$ cat config.mk
export PLATFORM = sky130hd
export DESIGN_NAME = mem_block_copier_flat
export DESIGN_NICKNAME = d
export VERILOG_FILES = /design/src/rtl/mem_ctrl_pkg.sv /design/src/rtl/mem_block_copier_if.sv /design/src/rtl/mem_block_copier.sv /design/src/flat_wrapper.sv
export SDC_FILE = /design/constraint.sdc
export NUM_CORES = 1
export LEC_CHECK = 0
export BUFFER_PORTS_ARGS = -buffer_cell sky130_fd_sc_hd__buf_2
export CORE_ASPECT_RATIO = 1.5
export CORE_MARGIN = 2
export CORE_UTILIZATION = 40
export DETAILED_ROUTE_END_ITERATION = 10
export MAX_ROUTING_LAYER = met4
export SKIP_CTS_REPAIR_TIMING = 1
export SLEW_MARGIN = 10
export SYNTH_ARGS = -nofsm -noshare
export SYNTH_HDL_FRONTEND = slang
export SYNTH_SLANG_ARGS = --single-unit
$ cat constraint.sdc
create_clock -name clk -period 4.7 [get_ports clk]
set_input_delay 0.705 -clock clk [delete_from_list [all_inputs] [get_ports clk]]
set_output_delay 0.705 -clock clk [all_outputs]
set_load 0.02 [all_outputs]
$ cat src/rtl/mem_ctrl_pkg.sv
// mem_ctrl_pkg: shared constants for the memory block copier.
// Holds the FSM state codes and the default port widths.
package mem_ctrl_pkg;

  localparam int DEF_DATA_WIDTH = 16;
  localparam int DEF_ADDR_WIDTH = 16;

  typedef logic [1:0] state_t;

  localparam logic [1:0] ST_IDLE  = 2'd0;
  localparam logic [1:0] ST_READ  = 2'd1;
  localparam logic [1:0] ST_WRITE = 2'd2;
  localparam logic [1:0] ST_DONE  = 2'd3;

endpackage

$ cat src/rtl/mem_block_copier_if.sv
// mem_block_copier_if: single-cycle data-memory port.
// master = initiator (addr/wdata/read/write out), slave = memory (rdata out).
interface mem_block_copier_if
  import mem_ctrl_pkg::*;
#(
  parameter int DATA_WIDTH = DEF_DATA_WIDTH,
  parameter int ADDR_WIDTH = DEF_ADDR_WIDTH
) ();

  logic [ADDR_WIDTH-1:0] mem_addr;
  logic [DATA_WIDTH-1:0] mem_wdata;
  logic [DATA_WIDTH-1:0] mem_rdata;
  logic                  mem_read;
  logic                  mem_write;

  modport master (
    output mem_addr,
    output mem_wdata,
    output mem_read,
    output mem_write,
    input  mem_rdata
  );

  modport slave (
    input  mem_addr,
    input  mem_wdata,
    input  mem_read,
    input  mem_write,
    output mem_rdata
  );

endinterface

$ cat src/rtl/mem_block_copier.sv
// mem_block_copier: DMA engine copying length words src->dst, ascending,
// 2 cycles/word. Ports: clk, rst, start/abort/src_addr/dst_addr/length in;
// busy/done/words_done out; mem = memory port master.
module mem_block_copier
  import mem_ctrl_pkg::*;
#(
  parameter int DATA_WIDTH = DEF_DATA_WIDTH,
  parameter int ADDR_WIDTH = DEF_ADDR_WIDTH
) (
  input  logic                  clk,
  input  logic                  rst,
  input  logic                  start,
  input  logic                  abort,
  input  logic [ADDR_WIDTH-1:0] src_addr,
  input  logic [ADDR_WIDTH-1:0] dst_addr,
  input  logic [ADDR_WIDTH-1:0] length,
  output logic                  busy,
  output logic                  done,
  output logic [ADDR_WIDTH-1:0] words_done,
  mem_block_copier_if.master    mem
);

  state_t                state;
  state_t                state_nx;
  logic [ADDR_WIDTH-1:0] src_ptr;
  logic [ADDR_WIDTH-1:0] dst_ptr;
  logic [ADDR_WIDTH-1:0] len_r;
  logic [ADDR_WIDTH-1:0] count;
  logic [ADDR_WIDTH-1:0] count_inc;
  logic [DATA_WIDTH-1:0] buf_q;
  logic                  accept;
  logic                  last;

  // abort beats start when both arrive in IDLE
  assign accept    = start && !abort;
  assign count_inc = count + ADDR_WIDTH'(1);
  assign last      = (count_inc == len_r);

  always_comb begin
    state_nx = state;
    unique case (state)
      ST_IDLE: begin
        if (accept)
          state_nx = (length != '0) ? ST_READ : ST_DONE;
      end
      ST_READ: begin
        state_nx = abort ? ST_IDLE : ST_WRITE;
      end
      ST_WRITE: begin
        if (abort)
          state_nx = ST_IDLE;
        else if (last)
          state_nx = ST_DONE;
        else
          state_nx = ST_READ;
      end
      ST_DONE: begin
        state_nx = ST_IDLE;
      end
      default: state_nx = ST_IDLE;
    endcase
  end

  always_ff @(posedge clk or posedge rst) begin
    if (rst)
      state <= ST_IDLE;
    else
      state <= state_nx;
  end

  // pointers and count advance only on a committed write
  always_ff @(posedge clk or posedge rst) begin
    if (rst) begin
      src_ptr <= '0;
      dst_ptr <= '0;
      len_r   <= '0;
      count   <= '0;
      buf_q   <= '0;
    end else begin
      unique case (state)
        ST_IDLE: begin
          if (accept) begin
            src_ptr <= src_addr;
            dst_ptr <= dst_addr;
            len_r   <= length;
            count   <= '0;
          end
        end
        ST_READ: begin
          if (!abort)
            buf_q <= mem.mem_rdata;
        end
        ST_WRITE: begin
          if (!abort) begin
            src_ptr <= src_ptr + ADDR_WIDTH'(1);
            dst_ptr <= dst_ptr + ADDR_WIDTH'(1);
            count   <= count_inc;
          end
        end
        default: ;
      endcase
    end
  end

  // port decode from registered state; abort only gates mem_write
  always_comb begin
    mem.mem_addr  = '0;
    mem.mem_wdata = '0;
    mem.mem_read  = 1'b0;
    mem.mem_write = 1'b0;
    unique case (1'b1)
      (state == ST_READ): begin
        mem.mem_read = 1'b1;
        mem.mem_addr = src_ptr;
      end
      (state == ST_WRITE): begin
        mem.mem_write = !abort;
        mem.mem_addr  = dst_ptr;
        mem.mem_wdata = buf_q;
      end
      default: ;
    endcase
  end

  assign busy       = (state != ST_IDLE);
  assign done       = (state == ST_DONE);
  assign words_done = count;

endmodule

$ cat src/flat_wrapper.sv
// flat-port wrapper written by rule: the top's interface ports become plain ports
module mem_block_copier_flat import mem_ctrl_pkg::*;
#(
  parameter int DATA_WIDTH = DEF_DATA_WIDTH,
  parameter int ADDR_WIDTH = DEF_ADDR_WIDTH
)
  (clk, rst, start, abort, src_addr, dst_addr, length, busy, done, words_done, mem_mem_addr, mem_mem_wdata, mem_mem_read, mem_mem_write, mem_mem_rdata);
  mem_block_copier_if #(.DATA_WIDTH(DATA_WIDTH), .ADDR_WIDTH(ADDR_WIDTH)) mem_i ();
  input  logic clk;
  input  logic rst;
  input  logic start;
  input  logic abort;
  input  logic [ADDR_WIDTH-1:0] src_addr;
  input  logic [ADDR_WIDTH-1:0] dst_addr;
  input  logic [ADDR_WIDTH-1:0] length;
  output logic busy;
  output logic done;
  output logic [ADDR_WIDTH-1:0] words_done;
  output wire logic [$bits(mem_i.mem_addr)-1:0] mem_mem_addr;
  output wire logic [$bits(mem_i.mem_wdata)-1:0] mem_mem_wdata;
  output wire logic [$bits(mem_i.mem_read)-1:0] mem_mem_read;
  output wire logic [$bits(mem_i.mem_write)-1:0] mem_mem_write;
  input wire logic [$bits(mem_i.mem_rdata)-1:0] mem_mem_rdata;
  assign mem_mem_addr = mem_i.mem_addr;
  assign mem_mem_wdata = mem_i.mem_wdata;
  assign mem_mem_read = mem_i.mem_read;
  assign mem_mem_write = mem_i.mem_write;
  assign mem_i.mem_rdata = mem_mem_rdata;
  mem_block_copier #(.DATA_WIDTH(DATA_WIDTH), .ADDR_WIDTH(ADDR_WIDTH)) u_core (.clk(clk), .rst(rst), .start(start), .abort(abort), .src_addr(src_addr), .dst_addr(dst_addr), .length(length), .busy(busy), .done(done), .words_done(words_done), .mem(mem_i));
endmodule
==> flow_metrics.env, run 1 <==
export IMPL_setup_viol=0
export IMPL_seq_area_frac_synth_pct=41.76
export IMPL_area_delta_synth_final_pct=19.94
export IMPL_holdCritPathClass="flop to flop"
export IMPL_hold_viol_final=0
export IMPL_io_pin_count=120
export IMPL_core_area_sq_mm=0.01202
export IMPL_stdcell_area_sq_mm=0.005893
export IMPL_p_switching_mw=1.372
export IMPL_syn_avg_cell_area_sq_um=8.853
export IMPL_required_ns=3.99
export IMPL_clkPwrFrac_pct=20.4
export IMPL_die_area_sq_mm=0.01320
export IMPL_drc=0
export IMPL_synth_seq_cells=82
export IMPL_worst_pin_slew_ns=1.145
export IMPL_yosysUniqueCellTypes=52
export IMPL_grt_pass1_wl_um=21870
export IMPL_finClkSkew_ns=0.007250
export IMPL_met2_length_um=7315
export IMPL_place_area_sq_mm=0.005607
export IMPL_period_minus_slack_ns=3.315
export IMPL_power_density_mw_per_mm2=577.1
export IMPL_crit_path_end_kind="primary output"
export IMPL_highest_layer="met4"
export IMPL_grt_remaining_overflow=0
export IMPL_synth_cells=555
export IMPL_clock_sinks=82
export IMPL_drv_slew=0
export IMPL_max_freq_mhz=301.6
export IMPL_grtUsageTotal_pct=21.73
export IMPL_r2r_setup_slack_ns=1.81
export IMPL_preCtsSetupSlack_ns=1.740
export IMPL_nets=730
export IMPL_swShare_pct=40.36
export IMPL_cts_tree="built"
export IMPL_syn_nets=630
export IMPL_start_kind="flop"
export IMPL_num_vias=4546
export IMPL_insertion_delay_ns=0.33
export IMPL_portBuffers=119
export IMPL_timing_final_ws_setup_ns=1.385
export IMPL_cts_clk_slew_worst_paths_ns=0.06
export IMPL_worstPathMaxFanout=62
export IMPL_ys_warnings_count=0
export IMPL_power_frac_comb_pct=41.6
export IMPL_synthFlopType="dfrtp_1"
export IMPL_numCtsBuffers=9
export IMPL_tns_ns=0
export IMPL_routed_wl_met3_um=677
export IMPL_internal_power_mw=2.028
export IMPL_htreeDepth=3
export IMPL_drt_pass1_iter_count=5
export IMPL_gp_congestion=0.8262
export IMPL_synth_edf_count=0
export IMPL_min_period_over_period_pct=70.54
export IMPL_antenna_left=0
export IMPL_drt_wirelength_per_cell_um=16.90
export IMPL_antennaDiodeCount=0
export IMPL_dr_first_iter_drc_count=230
export IMPL_cts_root_buffer="clkbuf_16"
export IMPL_worstSetupPathType="flop to primary output"
export IMPL_m1WireLength_um=5367
export IMPL_worst_endpoint_arrival_ns=2.61
export IMPL_wl_um=13720
export IMPL_die_w_um=94.50
export IMPL_grt_pass1_vias=4428
export IMPL_cellLeakagePower_nw=2.637
export IMPL_drive_gt1_share_pct=27.47
export IMPL_hpwlAfterDp_um=10260
export IMPL_antenna_found_initial=0
export IMPL_pwr_share_seq_pct=37.9
export IMPL_ys_async_sr_fraction_pct=100.0
export IMPL_rsz0062_at_grt="false"
export IMPL_relSlewSlack_pct=23.46
export IMPL_max_cap_viol_count=0
export IMPL_ir_drop_uv=244.2
export IMPL_cts_buffer_depth=2
export IMPL_via_per_inst=5.599
export IMPL_die_h_um=139.7
export IMPL_outcome="finished clean"
export IMPL_grt_start_max_net_pins=63
export IMPL_rows=49
export IMPL_post_synth_instance_area_sq_mm=0.004913
export IMPL_start_util_pct=40.89
## cells by family after synthesis
group | synth area share (%)
simple gates | 20.78
flops | 41.76
mux | 8.964
fa+ha+maj | 1.782
xor+xnor | 4.100
buf+inv | 4.049
compound gates | 18.56
## cell usage after synthesis, types with 2 or more instances
cell type	number	area, sq um
or2_2	3	18.77
buf_1	2	7.510
clkbuf_1	26	97.59
o21ai_0	49	245.2
and3_1	6	37.54
a21oi_1	55	275.3
buf_2	5	25.02
nor2b_1	17	106.4
nand4_1	9	56.30
o32ai_1	2	17.52
inv_1	16	60.06
o22ai_1	12	75.07
o31ai_1	6	45.04
nand2b_1	3	18.77
a22oi_1	12	90.09
nand2_1	61	229.0
and2_1	17	106.4
and4_1	3	26.28
ha_1	7	87.58
nand3_1	24	120.1
a31oi_1	8	50.05
mux2i_1	8	80.08
xor2_1	9	78.83
mux2_2	32	360.4
nor4_1	6	37.54
a21boi_0	4	30.03
dfrtp_1	82	2052
nor2_1	25	93.84
nor3b_1	2	15.01
xnor2_1	14	122.6
nor3_1	9	45.04
## per-stage QoR
step | hold WS, ns | util [%] | power, mW | std cells
after floorplan | 0.4581 | - | 2.299 | 555
after global placement | 0.4826 | 46.66 | 2.674 | 797
after detailed placement | 0.4875 | 46.66 | 2.723 | 797
after CTS | 0.5004 | 49.04 | 3.423 | 812
after global routing | 0.5176 | 49.04 | 3.659 | 812
final | 0.4956 | 49.04 | 3.401 | 812
## worst max-delay path, stage by stage (launching register included)
cell	delay [ns]
dfrtp_1	0.40
inv_1	0.11
ha_2	0.63
buf_4	0.58
nand2_1	0.17
a21boi_0	0.18
buf_2	0.19
## final timing paths
check                                        to             start  depth (start not counted)
max in group asynchronous       u_core.state[1]               rst                          3
setup / recovery                mem_mem_addr[5]   u_core.state[0]                          6
setup reg to reg           u_core.words_done[9]   u_core.state[0]                          7
hold reg to reg                u_core.buf_q[12]  u_core.buf_q[12]                          1
hold / removal                 u_core.buf_q[12]  u_core.buf_q[12]                          1
min in group asynchronous       u_core.buf_q[3]               rst                          2
## layer usage
metal,up-vias,GRT usage [%]
met4,0,8.467
met1,2174,24.76
met2,153,38.08
li1,2190,-
met3,29,2.870
met5,-,-
## final cells by class
class	count	area, sq um
inverter	17	65.06
clock buffer	12	246.5
clock inverter	3	40.04
fill	1206	6123
sequential	82	2052
multi-input combinational	422	2673
timing repair buffer	123	625.6
tap	153	191.4
## registers in the layout, indices dropped and copies added, names as in the netlist
name,count
u_core.buf_q,16
u_core.dst_ptr,16
u_core.len_r,16
u_core.src_ptr,16
u_core.words_done,16
u_core.state,2
## power by group through the flow
stage / Clock (mW) / Combinational (mW) / Sequential [mW]
after floorplan: 0 / 1.10 / 1.20
after global placement: 0 / 1.38 / 1.29
after detailed placement: 0 / 1.42 / 1.30
after CTS: 0.709 / 1.43 / 1.29
after global routing: 0.742 / 1.59 / 1.33
final: 0.695 / 1.42 / 1.29
## cell usage in the layout (no fill, tap or decap), drive strengths merged, types with 7 or more instances in the layout
| cell type | count |
|---|---|
| buf | 123 |
| dfrtp | 82 |
| nand2 | 61 |
| a21oi | 55 |
| o21ai | 51 |
| mux2 | 32 |
| nor2 | 25 |
| nand3 | 25 |
| nor2b | 17 |
| and2 | 17 |
| inv | 15 |
| xnor2 | 14 |
| o22ai | 12 |
| a22oi | 12 |
| clkbuf | 12 |
| nand4 | 11 |
| nor3 | 9 |
| xor2 | 9 |
| mux2i | 8 |
| a31oi | 8 |
| nor4 | 7 |
| ha | 7 |
No activity file was read; power rests on OpenSTA's default activity.
==> run 2, diff against run 1 <==
--- a/config.mk
+++ b/config.mk
@@ -5,6 +5,7 @@
 export SDC_FILE = /design/constraint.sdc
 export NUM_CORES = 1
 export LEC_CHECK = 0
+export ABC_AREA = 1
 export BUFFER_PORTS_ARGS = -buffer_cell sky130_fd_sc_hd__buf_2
 export CORE_ASPECT_RATIO = 1.5
 export CORE_MARGIN = 2
==> constraint.sdc (replaced) <==
create_clock -name clk -period 2.88 [get_ports clk]
set_input_delay 0.432 -clock clk [delete_from_list [all_inputs] [get_ports clk]]
set_output_delay 0.432 -clock clk [all_outputs]
set_load 0.02 [all_outputs]
==> flow_metrics.env, run 2 <==
export IMPL_grt_remaining_overflow=0
export IMPL_drt_wirelength_per_cell_um=14.99
export IMPL_cts_tree="built"
export IMPL_synth_cells=706
export IMPL_finClkSkew_ns=0.006097
export IMPL_cellLeakagePower_nw=3.099
export IMPL_hold_viol_final=0
export IMPL_drv_slew=0
export IMPL_synth_seq_cells=82
export IMPL_clock_sinks=82
export IMPL_clkPwrFrac_pct=22.4
export IMPL_ir_drop_uv=434.7
export IMPL_antenna_found_initial=0
export IMPL_worst_endpoint_arrival_ns=2.09
export IMPL_portBuffers=119
export IMPL_area_delta_synth_final_pct=22.06
export IMPL_antennaDiodeCount=0
export IMPL_grt_pass1_vias=4923
export IMPL_swShare_pct=43.13
export IMPL_setup_viol=0
export IMPL_die_area_sq_mm=0.01353
export IMPL_holdCritPathClass="primary input to asynchronous set/reset pin"
export IMPL_die_h_um=141.4
export IMPL_cts_root_buffer="clkbuf_16"
export IMPL_seq_area_frac_synth_pct=40.74
export IMPL_rsz0062_at_grt="false"
export IMPL_rows=50
export IMPL_via_per_inst=5.247
export IMPL_pwr_share_seq_pct=34.3
export IMPL_cts_buffer_depth=2
export IMPL_insertion_delay_ns=0.34
export IMPL_num_vias=5132
export IMPL_fillCellCount=1255
export IMPL_io_pin_count=120
export IMPL_r2r_setup_slack_ns=0.51
export IMPL_period_minus_slack_ns=2.521
export IMPL_dr_first_iter_drc_count=195
export IMPL_synth_edf_count=0
export IMPL_max_freq_mhz=396.7
export IMPL_grtUsageTotal_pct=22.99
export IMPL_syn_nets=781
export IMPL_cts_clk_slew_worst_paths_ns=0.07
export IMPL_drc=0
export IMPL_yosysMostFrequentCell="nand2_1"
export IMPL_tns_ns=0
export IMPL_final_common_cell="nand2_1"
export IMPL_yosysUniqueCellTypes=40
export IMPL_htreeDepth=3
export IMPL_worstSetupPathType="flop to primary output"
export IMPL_start_kind="flop"
export IMPL_synth_top_cell_by_area="dfrtp_1"
export IMPL_min_period_over_period_pct=87.53
export IMPL_drive_gt1_share_pct=21.53
export IMPL_ys_async_sr_fraction_pct=100.0
export IMPL_numCtsBuffers=9
export IMPL_layout_common_cells="202 x nand2_1, 119 x buf_2, 84 x inv_1, 82 x dfrtp_1"
export IMPL_power_density_mw_per_mm2=974.0
export IMPL_syn_avg_cell_area_sq_um=7.135
export IMPL_crit_path_end_kind="primary output"
export IMPL_nets=893
export IMPL_start_util_pct=40.67
export IMPL_required_ns=2.45
export IMPL_core_area_sq_mm=0.01239
export IMPL_worstPathMaxFanout=54
export IMPL_outcome="finished clean"
export IMPL_wl_um=14660
export IMPL_holdWs_ns=0.1969
export IMPL_drt_pass1_iter_count=6
export IMPL_relSlewSlack_pct=49.11
export IMPL_yosys_area_top_type_share_pct=40.74
export IMPL_die_w_um=95.63
export IMPL_synth_area_top_cells="dfrtp_1 41%, nand2_1 15%, inv_1 6.3%, nand3_1 5.9%, o21ai_0 4.6%"
export IMPL_ys_warnings_count=0
export IMPL_grt_pass1_wl_um=23770
export IMPL_antenna_left=0
export IMPL_grt_start_max_net_pins=55
export IMPL_internal_power_mw=3.405
export IMPL_gp_congestion=0.8870
export IMPL_power_frac_comb_pct=43.3
export IMPL_synthFlopType="dfrtp_1"
export IMPL_post_synth_instance_area_sq_mm=0.005037
export IMPL_hpwlAfterDp_um=10740
export IMPL_p_switching_mw=2.583
export IMPL_max_cap_viol_count=0
export IMPL_worst_pin_slew_ns=0.7625
export IMPL_synth_top_cells_by_count="202 x nand2_1, 85 x inv_1, 82 x dfrtp_1"
[run 2: cell types whose count changed in the layout (fill, tap and decap cells not counted), sizes merged, moves of 16 or more]
cell | before | now
nand2 | 61 | 203
inv | 15 | 86
nand3 | 25 | 62
nor2b | 17 | 0
and2 | 17 | 1
nor2 | 25 | 66
[run 2: worst max-delay path, cell delays in order (launching register included)]
cell,delay (ns)
dfrtp_1,0.40
inv_1,0.12
ha_2,0.40
buf_12,0.28
nand2_1,0.13
a21oi_1,0.19
buf_2,0.20
[run 2: routing by layer]
metal  track usage [%]  routed length (um)
met4             8.872                 403
met3             3.346                 777
met5                 -                   0
met2             38.83                7614
met1             27.33                5865
[run 2: cell type report]
| type | count | area (sq um) | area share, % |
|---|---|---|---|
| clock buffer | 9 | 225.2 | 3.663 |
| sequential | 82 | 2052 | 33.37 |
| tap | 156 | 195.2 | 3.175 |
| multi-input combinational | 512 | 2556 | 41.58 |
| inverter | 86 | 324.1 | 5.271 |
| clock inverter | 6 | 115.1 | 1.872 |
| timing repair buffer | 127 | 680.7 | 11.07 |
[run 2: logic make-up (layout without fill, tap and decap cells)]
group	Yosys count	count (layout)	share of synthesized area [%]
XOR/XNOR	3	3	0.5217
flip-flops	82	82	40.74
AND/OR/NAND/NOR	362	362	31.02
multiplexers	18	18	4.024
adder cells (fa/ha/maj)	7	7	1.739
AO/OA/AOI/OAI	122	122	13.39
buffers and inverters	112	228	8.569
[run 2: power groups by stage]
| stage | registers [mW] | logic (mW) | clock network, mW |
|---|---|---|---|
| after floorplan | 1.95 | 1.93 | 0 |
| after global placement | 2.04 | 2.54 | 0 |
| after detailed placement | 2.07 | 2.61 | 0 |
| after CTS | 2.05 | 2.62 | 1.37 |
| after global routing | 2.12 | 2.92 | 1.44 |
| final | 2.05 | 2.59 | 1.34 |
[run 2: final timing paths]
| check | from | end | cells past startpoint |
|---|---|---|---|
| worst max register to register | u_core.state[0] | u_core.dst_ptr[4] | 9 |
| worst min-delay path | rst | u_core.buf_q[2] | 2 |
| worst min register to register | u_core.buf_q[9] | u_core.buf_q[9] | 1 |
| min in group clk | mem_mem_rdata[2] | u_core.buf_q[2] | 2 |
| max in group asynchronous | rst | u_core.dst_ptr[14] | 3 |
| worst max-delay path | u_core.state[0] | mem_mem_addr[9] | 6 |
[run 2: stage by stage]
step,cell area (sq um),power (mW),cells,utilization [%],worst slack [ns]
3_5_place_dp,5808,4.681,963,46.89,0.4992
3_3_place_gp,5808,4.589,963,46.89,0.6190
6_report,6148,5.988,978,49.64,0.3591
2_1_floorplan,5037,3.877,706,-,0.3396
4_1_cts,6148,6.040,978,49.64,0.3584
5_1_grt,6148,6.486,978,49.64,0.2601
==> run 3, diff against run 2 <==
--- a/config.mk
+++ b/config.mk
@@ -7,7 +7,7 @@
 export LEC_CHECK = 0
 export ABC_AREA = 1
 export BUFFER_PORTS_ARGS = -buffer_cell sky130_fd_sc_hd__buf_2
-export CORE_ASPECT_RATIO = 1.5
+export CAP_MARGIN = 20
 export CORE_MARGIN = 2
 export CORE_UTILIZATION = 40
 export DETAILED_ROUTE_END_ITERATION = 10
==> flow_metrics.env, run 3 (same netlist as run 2, synthesis figures left out) <==
export IMPL_gr_usage_met3_pct=3.892
export IMPL_area_delta_synth_final_pct=21.83
export IMPL_final_common_cell="nand2_1"
export IMPL_start_kind="flop"
export IMPL_crit_slowest_cell="ha_2"
export IMPL_nets=895
export IMPL_worst_endpoint_arrival_ns=2.11
export IMPL_portBuffers=119
export IMPL_crit_buf_inv=3
export IMPL_rsz0062_at_grt="false"
export IMPL_grt_busiest_layer="met2"
export IMPL_finClkSkew_ns=0.007343
export IMPL_min_period_over_period_pct=88.33
export IMPL_required_ns=2.45
export IMPL_drt_pass1_iter_count=6
export IMPL_met1_usage_pct=30.01
export IMPL_cts_root_buffer="clkbuf_16"
export IMPL_timing_final_ws_setup_ns=0.3362
export IMPL_layout_common_cells="202 x nand2_1, 119 x buf_2, 84 x inv_1, 82 x dfrtp_1"
export IMPL_grt_pass1_wl_um=23300
export IMPL_start_util_pct=41.42
export IMPL_preCtsSetupSlack_ns=0.5933
export IMPL_crit_chain="inv_1 > ha_2 > buf_12 > nand2_1 > a21oi_1 > buf_2"
export IMPL_cts_buffer_depth=2
export IMPL_setup_viol=0
export IMPL_tns_ns=0
export IMPL_fin_util_pct=50.46
export IMPL_htreeDepth=3
export IMPL_antenna_found_initial=0
export IMPL_place_inst=977
export IMPL_place_area_sq_mm=0.005838
export IMPL_drive_gt1_share_pct=21.45
export IMPL_max_cap_viol_count=0
export IMPL_die_area_sq_mm=0.01351
export IMPL_grt_remaining_overflow=0
export IMPL_hold_viol_final=0
export IMPL_grt_pass1_vias=4827
export IMPL_numCtsBuffers=9
export IMPL_grt_start_max_net_pins=50
export IMPL_wl_um=14270
export IMPL_rows=40
export IMPL_grtUsageTotal_pct=22.69
export IMPL_r2r_start="u_core.state[0]"
export IMPL_io_pin_count=120
export IMPL_crit_path_end_kind="primary output"
export IMPL_insertion_delay_ns=0.34
export IMPL_drc=0
export IMPL_use_met2_pct=35.04
export IMPL_cts_tree="built"
export IMPL_period_minus_slack_ns=2.544
export IMPL_antennaDiodeCount=0
export IMPL_fillCellCount=1195
export IMPL_rr_worst_depth=8
export IMPL_stdcell_area_sq_mm=0.006137
export IMPL_cpLargestDelayFamily="buffers and inverters"
export IMPL_dr_first_iter_drc_count=362
export IMPL_power_density_mw_per_mm2=948.3
export IMPL_die_w_um=116.2
export IMPL_num_vias=5124
export IMPL_holdCritPathClass="primary input to asynchronous set/reset pin"
export IMPL_gp_congestion=0.8818
export IMPL_drt_wirelength_per_cell_um=14.37
export IMPL_worstSetupPathType="flop to primary output"
export IMPL_ir_drop_uv=508.7
export IMPL_cts_clk_slew_worst_paths_ns=0.06
export IMPL_max_freq_mhz=393.1
export IMPL_hpwlAfterDp_um=10390
export IMPL_cellLeakagePower_nw=3.093
export IMPL_rr_endpoint="u_core.words_done[7]"
export IMPL_relSlewSlack_pct=33.51
export IMPL_worstPathMaxFanout=49
export IMPL_worst_pin_slew_ns=0.9963
export IMPL_die_h_um=116.2
export IMPL_antenna_left=0
export IMPL_core_area_sq_mm=0.01216
export IMPL_via_per_inst=5.160
export IMPL_outcome="finished clean"
export IMPL_clock_sinks=82
export IMPL_cp_slowest_stage_delay_ns=0.45
export IMPL_final_cells=993
export IMPL_r2r_setup_slack_ns=0.59
export IMPL_drv_slew=0
-- run 3: cell type report --
class	count	area (sq um)	share of cell area [%]
clock buffer	14	264.0	4.302
clock inverter	2	35.03	0.5708
inverter	86	324.1	5.280
multi-input combinational	512	2556	41.65
sequential	82	2052	33.44
tap	168	210.2	3.425
timing repair buffer	129	695.7	11.34
-- run 3: stage by stage --
step / hold WS (ns) / power, mW
after global routing: 0.1986 / 6.319
after detailed placement: 0.4929 / 4.675
after floorplan: 0.4656 / 3.877
after global placement: 0.4874 / 4.594
after CTS: 0.1750 / 5.874
final: 0.1575 / 5.820
-- run 3: per-layer routing --
layer  share of wire [%]  up-vias
li1                    -     2540
met1                  46     2422
met2                  47      141
met3                 4.8       21
met4                 2.0        0
met5                   0        -
-- run 3: report_power, final --
| part | switching [mW] | total (mW) | internal (mW) |
|---|---|---|---|
| Sequential | 0.411 | 2.05 | 1.64 |
| Combinational | 1.65 | 2.59 | 0.935 |
| Clock | 0.461 | 1.18 | 0.719 |
| Total | 2.53 | 5.82 | 3.29 |
-- run 3: worst max path at each step --
stage,start,to,slack [ns],cells after the start
floorplan,rst,u_core.buf_q[0],0.34,1
global placement,u_core.state[0],u_core.words_done[15],0.63,8
detailed placement,u_core.state[0],u_core.words_done[14],0.59,8
CTS,u_core.state[0],mem_mem_addr[0],0.34,6
global route,u_core.state[0],mem_mem_addr[10],0.21,6
finish,u_core.state[0],mem_mem_addr[10],0.34,6
